[config.mk]
export PLATFORM = sky130hd
export DESIGN_NAME = dlfloat16_issue_decoder
export DESIGN_NICKNAME = d
export VERILOG_FILES = /design/src/rtl/dlfloat16_issue_decoder.sv
export SDC_FILE = /design/constraint.sdc
export NUM_CORES = 1
export LEC_CHECK = 0
export ABC_AREA = 1
export ABC_CLOCK_PERIOD_IN_PS = 4950
export CAP_MARGIN = 20
export CELL_PAD_IN_SITES_DETAIL_PLACEMENT = 1
export CELL_PAD_IN_SITES_GLOBAL_PLACEMENT = 1
export CORE_MARGIN = 2
export CORE_UTILIZATION = 46
export CTS_CLUSTER_DIAMETER = 60
export DETAILED_ROUTE_END_ITERATION = 10
export GPL_TIMING_DRIVEN = 0
export PLACE_DENSITY = 0.84
export SYNTH_ARGS = -nofsm -noshare
export SYNTH_HDL_FRONTEND = slang
export SYNTH_SLANG_ARGS = --single-unit
[constraint.sdc]
create_clock -name clk -period 4.95 [get_ports clk]
set_input_delay 1.2375 -clock clk [delete_from_list [all_inputs] [get_ports clk]]
set_output_delay 1.2375 -clock clk [all_outputs]
set_load 0.02 [all_outputs]
[src/rtl/dlfloat16_issue_decoder.sv]
// Registered DLFloat16 FPU issue decoder: instruction FIFO, decode, output register, div/sqrt hazard hold.
// Optional build macro DLF_ILLEGAL_TRAP_EN: drop illegal heads and raise a sticky trap instead of issuing them.
`timescale 1ns/1ps
module dlfloat16_issue_decoder #(
  parameter int         DEPTH    = 4,
  parameter int         DIV_LAT  = 8,
  parameter int         SQRT_LAT = 8,
  parameter logic [6:0] OPC_FP   = 7'b1011011,
  parameter logic [6:0] OPC_FMA  = 7'b0011011,
  parameter logic [6:0] OPC_FMS  = 7'b0111011
) (
  input  logic                     clk,
  input  logic                     rst_n,
  input  logic                     in_valid,
  output logic                     in_ready,
  input  logic [31:0]              instr,
  input  logic [2:0]               frm,
  output logic                     out_valid,
  input  logic                     out_ready,
  output logic [3:0]               ena,
  output logic                     op,
  output logic [2:0]               rm,
  output logic [1:0]               sel1,
  output logic [2:0]               sel2,
  output logic [4:0]               rd,
  output logic [4:0]               rs1,
  output logic [4:0]               rs2,
  output logic [4:0]               rs3,
  output logic                     illegal,
  output logic [$clog2(DEPTH):0]   count
`ifdef DLF_ILLEGAL_TRAP_EN
  ,
  input  logic                     trap_clr,
  output logic                     trap
`endif
);

  localparam int PW     = $clog2(DEPTH);
  localparam int CW     = PW + 1;
  localparam int MAXLAT = (DIV_LAT > SQRT_LAT) ? DIV_LAT : SQRT_LAT;
  localparam int BW     = (MAXLAT < 1) ? 1 : $clog2(MAXLAT + 1);

  localparam logic [3:0] ENA_DIV  = 4'b0011;
  localparam logic [3:0] ENA_SQRT = 4'b0100;

  // FIFO entry: {frm, instr}
  logic [34:0]   mem_q [DEPTH];
  logic [34:0]   mem_d [DEPTH];
  logic [PW-1:0] wptr_q, wptr_d, rptr_q, rptr_d;
  logic [CW-1:0] count_q, count_d;
  logic [BW-1:0] busy_q, busy_d;

  logic          out_valid_q, out_valid_d;
  logic [3:0]    ena_q, ena_d;
  logic          op_q, op_d;
  logic [2:0]    rm_q, rm_d;
  logic [1:0]    sel1_q, sel1_d;
  logic [2:0]    sel2_q, sel2_d;
  logic [4:0]    rd_q, rd_d, rs1_q, rs1_d, rs2_q, rs2_d, rs3_q, rs3_d;
`ifdef DLF_ILLEGAL_TRAP_EN
  logic          trap_q, trap_d;
`else
  logic          illegal_q, illegal_d;
`endif

  logic [34:0] head;
  logic [31:0] h_instr;
  logic [2:0]  h_frm, rmf;
  logic [6:0]  opc;
  logic [4:0]  fun5;
  logic [3:0]  dec_ena;
  logic        dec_op, dec_ill, arith;
  logic [2:0]  dec_rm, dec_sel2;
  logic [1:0]  dec_sel1;
  logic        head_valid, head_divsqrt, issue, issue_divsqrt, blocked;
  logic        slot_free, push, pop, load, drop;
  logic        unused_fmt;

  assign head       = mem_q[rptr_q];
  assign h_instr    = head[31:0];
  assign h_frm      = head[34:32];
  assign opc        = h_instr[6:0];
  assign rmf        = h_instr[14:12];
  assign fun5       = h_instr[31:27];
  assign unused_fmt = ^h_instr[26:25];

  always_comb begin
    dec_ena  = '0;
    dec_op   = 1'b0;
    dec_rm   = '0;
    dec_sel1 = '0;
    dec_sel2 = '0;
    dec_ill  = 1'b0;
    arith    = 1'b0;
    if (opc == OPC_FP) begin
      case (fun5)
        5'b00000: begin dec_ena = 4'b0001; arith = 1'b1; end
        5'b00001: begin dec_ena = 4'b0001; dec_op = 1'b1; arith = 1'b1; end
        5'b00010: begin dec_ena = 4'b0010; arith = 1'b1; end
        5'b00011: begin dec_ena = ENA_DIV; arith = 1'b1; end
        5'b01011: begin dec_ena = ENA_SQRT; arith = 1'b1; end
        5'b01000: begin dec_ena = 4'b0111; arith = 1'b1; end
        5'b01001: begin dec_ena = 4'b1000; arith = 1'b1; end
        5'b00100: begin
          dec_rm = rmf;
          case (rmf)
            3'b000:  begin dec_ena = 4'b0101; dec_sel1 = 2'b01; end
            3'b001:  begin dec_ena = 4'b0101; dec_sel1 = 2'b10; end
            3'b010:  begin dec_ena = 4'b0101; dec_sel1 = 2'b11; end
            default: ;
          endcase
        end
        5'b00101: begin
          dec_rm = rmf;
          case (rmf)
            3'b000:  begin dec_ena = 4'b0110; dec_sel2 = 3'b001; end
            3'b001:  begin dec_ena = 4'b0110; dec_sel2 = 3'b010; end
            default: ;
          endcase
        end
        5'b10100: begin
          dec_rm = rmf;
          case (rmf)
            3'b010:  begin dec_ena = 4'b0110; dec_sel2 = 3'b011; end
            3'b001:  begin dec_ena = 4'b0110; dec_sel2 = 3'b100; end
            3'b000:  begin dec_ena = 4'b0110; dec_sel2 = 3'b101; end
            default: ;
          endcase
        end
        default: ;
      endcase
    end else if (opc == OPC_FMA) begin
      dec_ena = 4'b1001;
      arith   = 1'b1;
    end else if (opc == OPC_FMS) begin
      dec_ena = 4'b1001;
      dec_op  = 1'b1;
      arith   = 1'b1;
    end
    if (arith) begin
      if (rmf == 3'b101 || rmf == 3'b110) dec_ena = '0;
      else dec_rm = (rmf == 3'b111) ? h_frm : rmf;
    end
    // anything left without a unit is an illegal beat with cleared control fields
    if (dec_ena == '0) begin
      dec_op   = 1'b0;
      dec_rm   = '0;
      dec_sel1 = '0;
      dec_sel2 = '0;
      dec_ill  = 1'b1;
    end
  end

  assign head_valid    = (count_q != '0);
  assign head_divsqrt  = (dec_ena == ENA_DIV) || (dec_ena == ENA_SQRT);
  assign issue         = out_valid_q && out_ready;
  assign issue_divsqrt = issue && ((ena_q == ENA_DIV) || (ena_q == ENA_SQRT));
  assign blocked       = head_divsqrt && ((busy_q != '0) || issue_divsqrt);
  assign slot_free     = !out_valid_q || out_ready;
  assign in_ready      = (count_q < CW'(DEPTH));
  assign push          = in_valid && in_ready;
`ifdef DLF_ILLEGAL_TRAP_EN
  assign drop = head_valid && dec_ill;
  assign load = head_valid && !dec_ill && slot_free && !blocked;
`else
  assign drop = 1'b0;
  assign load = head_valid && slot_free && !blocked;
`endif
  assign pop = load || drop;

  always_comb begin
    mem_d   = mem_q;
    wptr_d  = wptr_q;
    rptr_d  = rptr_q;
    count_d = count_q;
    if (push) begin
      mem_d[wptr_q] = {frm, instr};
      wptr_d        = wptr_q + PW'(1);
    end
    if (pop) rptr_d = rptr_q + PW'(1);
    case ({push, pop})
      2'b10:   count_d = count_q + CW'(1);
      2'b01:   count_d = count_q - CW'(1);
      default: ;
    endcase
  end

  always_comb begin
    out_valid_d = out_valid_q;
    ena_d  = ena_q;
    op_d   = op_q;
    rm_d   = rm_q;
    sel1_d = sel1_q;
    sel2_d = sel2_q;
    rd_d   = rd_q;
    rs1_d  = rs1_q;
    rs2_d  = rs2_q;
    rs3_d  = rs3_q;
`ifndef DLF_ILLEGAL_TRAP_EN
    illegal_d = illegal_q;
`endif
    if (load) begin
      out_valid_d = 1'b1;
      ena_d  = dec_ena;
      op_d   = dec_op;
      rm_d   = dec_rm;
      sel1_d = dec_sel1;
      sel2_d = dec_sel2;
      rd_d   = h_instr[11:7];
      rs1_d  = h_instr[19:15];
      rs2_d  = h_instr[24:20];
      rs3_d  = h_instr[31:27];
`ifndef DLF_ILLEGAL_TRAP_EN
      illegal_d = dec_ill;
`endif
    end else if (out_ready) begin
      out_valid_d = 1'b0;
    end

    if (issue && ena_q == ENA_DIV)       busy_d = BW'(DIV_LAT);
    else if (issue && ena_q == ENA_SQRT) busy_d = BW'(SQRT_LAT);
    else if (busy_q != '0)               busy_d = busy_q - BW'(1);
    else                                 busy_d = busy_q;

`ifdef DLF_ILLEGAL_TRAP_EN
    trap_d = trap_q;
    if (trap_clr) trap_d = 1'b0;
    if (drop)     trap_d = 1'b1;
`endif
  end

  always_ff @(posedge clk or negedge rst_n) begin
    if (!rst_n) begin
      for (int unsigned i = 0; i < DEPTH; i++) mem_q[i] <= '0;
      wptr_q      <= '0;
      rptr_q      <= '0;
      count_q     <= '0;
      busy_q      <= '0;
      out_valid_q <= 1'b0;
      ena_q       <= '0;
      op_q        <= 1'b0;
      rm_q        <= '0;
      sel1_q      <= '0;
      sel2_q      <= '0;
      rd_q        <= '0;
      rs1_q       <= '0;
      rs2_q       <= '0;
      rs3_q       <= '0;
`ifdef DLF_ILLEGAL_TRAP_EN
      trap_q      <= 1'b0;
`else
      illegal_q   <= 1'b0;
`endif
    end else begin
      mem_q       <= mem_d;
      wptr_q      <= wptr_d;
      rptr_q      <= rptr_d;
      count_q     <= count_d;
      busy_q      <= busy_d;
      out_valid_q <= out_valid_d;
      ena_q       <= ena_d;
      op_q        <= op_d;
      rm_q        <= rm_d;
      sel1_q      <= sel1_d;
      sel2_q      <= sel2_d;
      rd_q        <= rd_d;
      rs1_q       <= rs1_d;
      rs2_q       <= rs2_d;
      rs3_q       <= rs3_d;
`ifdef DLF_ILLEGAL_TRAP_EN
      trap_q      <= trap_d;
`else
      illegal_q   <= illegal_d;
`endif
    end
  end

  assign out_valid = out_valid_q;
  assign ena       = ena_q;
  assign op        = op_q;
  assign rm        = rm_q;
  assign sel1      = sel1_q;
  assign sel2      = sel2_q;
  assign rd        = rd_q;
  assign rs1       = rs1_q;
  assign rs2       = rs2_q;
  assign rs3       = rs3_q;
  assign count     = count_q;
`ifdef DLF_ILLEGAL_TRAP_EN
  assign illegal   = 1'b0;
  assign trap      = trap_q;
`else
  assign illegal   = illegal_q;
`endif

endmodule
# After elaboration in Yosys (flattened, before gate mapping)
# Index checks and enable logic that the tools add are counted.
# Widths: inputs -> output; s select.
[totals]
mem_count = 0
out_inout_bits = 39
mem_bits_ro = 0
in_bits = 39
ram_bits = 0
reg_bits = 186
word_cells = 127
latchBits = 0
[classes]
add_sub_neg = 5
div_mod_pow = 0
eq_ne = 23
shifts = 0
bitwise = 2
magnitude_cmp = 4
mux = 45
n_mul = 0
reduce_logical = 29
[ops]
columns = ["operator", "n"]
rows = [
  ["$bwmux 140", 1],
  ["$mux 35", 3],
  ["$bmux 35 s2", 1],
  ["$demux 35 s2", 1],
  ["$pmux 4 s9", 1],
  ["$mux 3", 11],
  ["$mux 4", 8],
  ["$eq 5x4->1 const B", 3],
  ["$pmux 3 s2", 2],
  ["$mux 1", 11],
  ["$eq 5x2->1 const B", 2],
  ["$eq 5x3->1 const B", 2],
  ["$eq 3x3->1 const B", 3],
  ["$logic_and 1x1->1", 9],
  ["$pmux 3 s3", 1],
  ["$eq 4x2->1 const B", 2],
  ["$eq 4x3->1 const B", 2],
  ["$eq 7x5->1 const B", 1],
  ["$eq 7x6->1 const B", 1],
  ["$eq 7x7->1 const B", 1],
  ["$reduce_or 7->1", 1],
  ["$ge 3x3->1 const B", 2],
  ["$mux 2", 3],
  ["$not 2->3", 2],
  ["24 further kinds", 34],
]

# Longest topological paths before layout
[depth]
depth_word = 18
ltp_mapped = 29
depth_no_buf = 25

# Worst setup path before layout
# No wires, ideal clock.
[synth_timing]
path_kind = "input to register"
start = "input out_ready"
end = "register count_q[2], in the netlist count[2]"
setup_slack_ps = 1645
cell_stages = 15
arrival_time_ps = 3173
n_path_buf = 2
t_required_ps = 4818
cell_sequence = "nand2_1 > inv_1 > o21ai_0 > nand3b_1 > nand2_4 > nand2_2 > buf_6 > buf_6 > inv_1 > ha_1 > inv_1 > fa_1 > a21oi_1 > o21ai_0 > xor2_1"
[synth_between]
elab_chain_len = 8
word_cells_on_any_way = 12
[synth_rtl]
columns = ["item", "line_no", "text"]
rows = [
  ["start, declared", "19", "input logic out_ready,"],
  ["$logic_and 1x1->1", "156", "assign issue = out_valid_q && out_ready;"],
  ["$logic_and 1x1->1", "157", "assign issue_divsqrt = issue && ((ena_q == ENA_DIV) || (ena_q == ENA_SQRT));"],
  ["$logic_or 1x1->1", "158", "assign blocked = head_divsqrt && ((busy_q != '0) || issue_divsqrt);"],
  ["$logic_and 1x1->1", "158", ""],
  ["$logic_not 1->1", "167", "assign load = head_valid && slot_free && !blocked;"],
  ["$logic_and 1x1->1 (*)", "167", ""],
  ["named net load", "76", "logic slot_free, push, pop, load, drop;"],
  ["$eq 2x1->1 / $eq 2x2->1 (equally long branches)", "181", "case ({push, pop})"],
  ["$pmux 3 s2 / $reduce_bool 2->1 (equally long branches)", "--", ""],
  ["end signal, assigned", "258", "count_q <= count_d;"],
  ["end, declared", "50", "logic [CW-1:0] count_q, count_d;"],
]
# Mark *: on every way through the listed nets, which the timed path passes. The rest lies on a longest branch.
# A chain may end at the register's enable or synchronous reset.

# Final worst setup path
# Same ends and word-level chain as after synthesis.

==> results.txt <==
The final-report max-slew violation count was 0. The count of H-tree levels built during CTS was 4. The die span in x is 137 um, and the combined flip-flop and latch cell area is 4450 sq um. After clock tree synthesis, the setup repair step added 0 buffers. The tools report the global-route total usage across every layer as 0.293.

Entering global routing, the biggest net connects 113 pins. The critical path capture point type was a flop. The final setup violation count was 0; the register area share after synthesis was 0.544. Summed over all layers, the global routing overflow is 0.

The setup path with the least slack is of type input port to flop. The tools report the hold violation total from the final report as 0. The via-per-instance ratio is 5.57. Maximum number of buffers from clock root to sink: 2. Between clock sinks in the finished design, the worst skew comes to 8.08 ps. The flip-flop and latch count after synthesis came out at 178.

Mapped cell area: 8190 sq um. Area of the core region: 17,400 sq um. For the setup slack at placement, the log shows 688 ps. Derived from the worst setup path, the maximum achievable clock frequency is 260 MHz. The synthesized area per cell was 8.11 sq um. The run finished with clean final reports.

Data on the critical path arrives at its endpoint at 4150 ps. With fillers left out, the area of the finished cells amounts to 9860 sq um. Via count of the first global-routing pass: 7,856. Height of the die: 137 um.

TritonCTS built the clock tree. During placement, the flow inserted port buffers numbering 75. At the end of routability-driven placement, the weighted congestion stood at 0.861. Clock-pin slew was measured on the worst setup and hold paths at 70 ps. Setup repair after global routing left no endpoint under its margin.

For the final worst-path setup slack, the log shows 1110 ps. TritonCTS created 17 clock buffers. Clock tree synthesis found a total of 178 sinks. The run gives 78 as the total I/O pin count. The path class of the tightest hold or removal check is flop to flop. At the pin with the least slew margin, the transition time is 1120 ps. The number of violations reported at the end of detailed-routing iteration 0 is 495.

The detail route stage leaves a number of antenna-violating nets equal to 0. The tools report the number of antenna violations at the first check in global routing as 0. Die footprint: 18,900 sq um. The power per cell area is 713 nW/um^2.

The initial core utilization was 0.472. The estimated wirelength of the detail-placed design is 17,700 um. After detailed routing, the average wire length per cell comes to 19.1 um. In the final design database the tool counted 1,151 nets. The clock root buffer master is clkbuf_16. The worst path needs 3840 ps of the cycle, external delays included. In this run the static leakage power is 4.83 nW.

In this run the core area contains 48 standard-cell rows. The placed instances occupy a cell area of 9260 sq um. In this run, distinct cell masters in the synthesized netlist total 36. Final standard cell utilization of the core: 0.568.

During synthesis, Yosys emitted a total of 0 warnings. 0 antenna diodes ended up in the layout. The biggest fanout along the worst timing path is 10, and the area added between synthesis and finish is 20.4%. The share of post-route cells with drive strength above 1 came out at 0.0599. For the relative slew slack, the log shows 0.251. The kind of start point of the critical path is an input port. VDD sags by at most 0.000348 V. The number of nets in the synthesized netlist is 1,056. Across the run, the number of max-cap violations was 0. Total of cells resized after clock tree synthesis: 0. The overall power consumption is 7.03 mW. After detailed routing, the number of remaining DRC violations is 0. The number of hold buffers added after CTS was 0.

Synthesis produced a netlist whose cell count is 1,010. Data on the critical path is required at its endpoint by 5260 ps. Summing all multi-input logic gate instances after layout gives 3170 sq um. The detailed router placed 7,486 vias in this run.

The layout has 2,141 filler cells. The share of the cycle needed by the critical path after routing works out to 0.776. The sum of routed wire length over all layers was 25,700 um; the first-pass iteration count of the detailed router was 5.

The first global-routing pass estimated 41,800 um of wire. At the later pin of the worst-skew pair, clock insertion delay measures 440 ps. On the final layout, the worst hold slack is 471 ps.
cell families after synthesis:
group,count (synthesis),synth area share
buffers and inverters,134,0.0697
DFF,178,0.544
xor gates and xnor gates,4,0.00428
AOI/OAI and AO/OA,208,0.131
adders and majority gates,7,0.0116
and+or+nand+nor,479,0.240
synthesized netlist by cell type:
| cell | number | area share |
|---|---|---|
| o21ai_0 | 176 | 0.11 |
| nor2_1 | 59 | 0.027 |
| nor3_1 | 3 | 0.0018 |
| buf_1 | 3 | 0.0014 |
| buf_6 | 6 | 0.0082 |
| or3_1 | 1 | 0.00076 |
| fa_1 | 1 | 0.0024 |
| ha_1 | 6 | 0.0092 |
| nor4_1 | 1 | 0.00076 |
| xnor2_1 | 1 | 0.0011 |
| o21ai_1 | 1 | 0.00061 |
| nand2_4 | 1 | 0.0014 |
| nor3_2 | 1 | 0.0012 |
| a211oi_1 | 1 | 0.00092 |
| o22ai_1 | 18 | 0.014 |
| xor2_1 | 3 | 0.0032 |
| a21oi_1 | 9 | 0.0055 |
| clkbuf_1 | 39 | 0.018 |
| nor2_4 | 1 | 0.0014 |
| buf_2 | 7 | 0.0043 |
| buf_4 | 3 | 0.0027 |
| inv_4 | 1 | 0.00076 |
| nor2_2 | 2 | 0.0015 |
| nand2_1 | 322 | 0.15 |
| dfrtp_1 | 178 | 0.54 |
| clkinv_1 | 1 | 0.00046 |
| nand3b_1 | 1 | 0.00092 |
| a31oi_1 | 1 | 0.00076 |
| nand3_1 | 76 | 0.046 |
| a22oi_1 | 1 | 0.00092 |
| inv_1 | 69 | 0.032 |
| nand4_1 | 2 | 0.0015 |
| nand3_2 | 1 | 0.0012 |
| nand2_2 | 8 | 0.0061 |
| inv_2 | 5 | 0.0023 |
| a21boi_0 | 1 | 0.00092 |
worst max-delay path: stages:
cell	delay, ps
clkdlybuf4s50_1	520
nor2_1	70
a31oi_1	810
nand2_2	130
buf_6	190
buf_6	140
inv_1	50
ha_1	130
inv_1	60
fa_1	370
a21oi_1	150
o21ai_0	120
xor2_1	160
registers in the layout (all words and copies together), names as in the netlist, 3 cells and up:
signal and cells:
busy_q 4, count 3, ena 4, mem_q 132, rd 5, rm 3
rs1 5, rs2 5, rs3 5, sel2 3
power breakdown:
part | total (mW) | switching (mW) | internal (mW)
sequential | 2.46 | 0.366 | 2.09
clock | 1.41 | 0.576 | 0.833
combinational | 3.16 | 2.10 | 1.06
cell type report:
type / count / share of cell area
Buffer: 58 / 0.0287
Clock buffer: 23 / 0.0485
Clock inverter: 9 / 0.0131
Inverter: 76 / 0.0292
Multi-Input combinational cell: 698 / 0.321
Sequential cell: 178 / 0.452
Tap cell: 225 / 0.0285
Timing Repair Buffer: 76 / 0.0794
placed cells by master (no fill, tap or decap), drive strengths merged:
master	instances
clkbuf	62
nor4	1
nor2	62
nor3	4
nand2	331
a31oi	1
a21boi	1
a21oi	9
clkdlybuf4s50	74
a211oi	1
ha	6
buf	21
nand3b	1
inv	75
clkinv	5
nand4	2
o22ai	18
clkinvlp	2
xnor2	1
xor2	3
dfrtp	178
o21ai	177
or3	1
nand3	77
bufinv	3
fa	1
a22oi	1
final timing paths:
kind                       startpoint          to  slack [ps]  cells after the start
min in group asynchronous       rst_n  mem_q[134]         870                      1
hold reg to reg                rs1[3]      rs1[3]         470                      2
max in group asynchronous       rst_n  mem_q[112]        3240                      2
hold / removal                 rs1[3]      rs1[3]         470                      2
setup reg to reg            rptr_q[0]    count[2]        1140                     24
setup / recovery            out_ready    count[2]        1110                     13
per-stage QoR:
| step | TNS, ps | std cells |
|---|---|---|
| after floorplan | 0 | 1010 |
| after global placement | -853480 | 1310 |
| after detailed placement | 0 | 1311 |
| after CTS | 0 | 1343 |
| after global routing | 0 | 1343 |
| final | 0 | 1343 |
per-layer routing:
layer	part of all wire	up-vias	GRT usage
li1	-	3448	-
met1	0.44	3782	0.381
met2	0.49	205	0.496
met3	0.045	51	0.0379
met4	0.026	0	0.120
met5	0	-	0
Power figures use the tool's default switching activity.
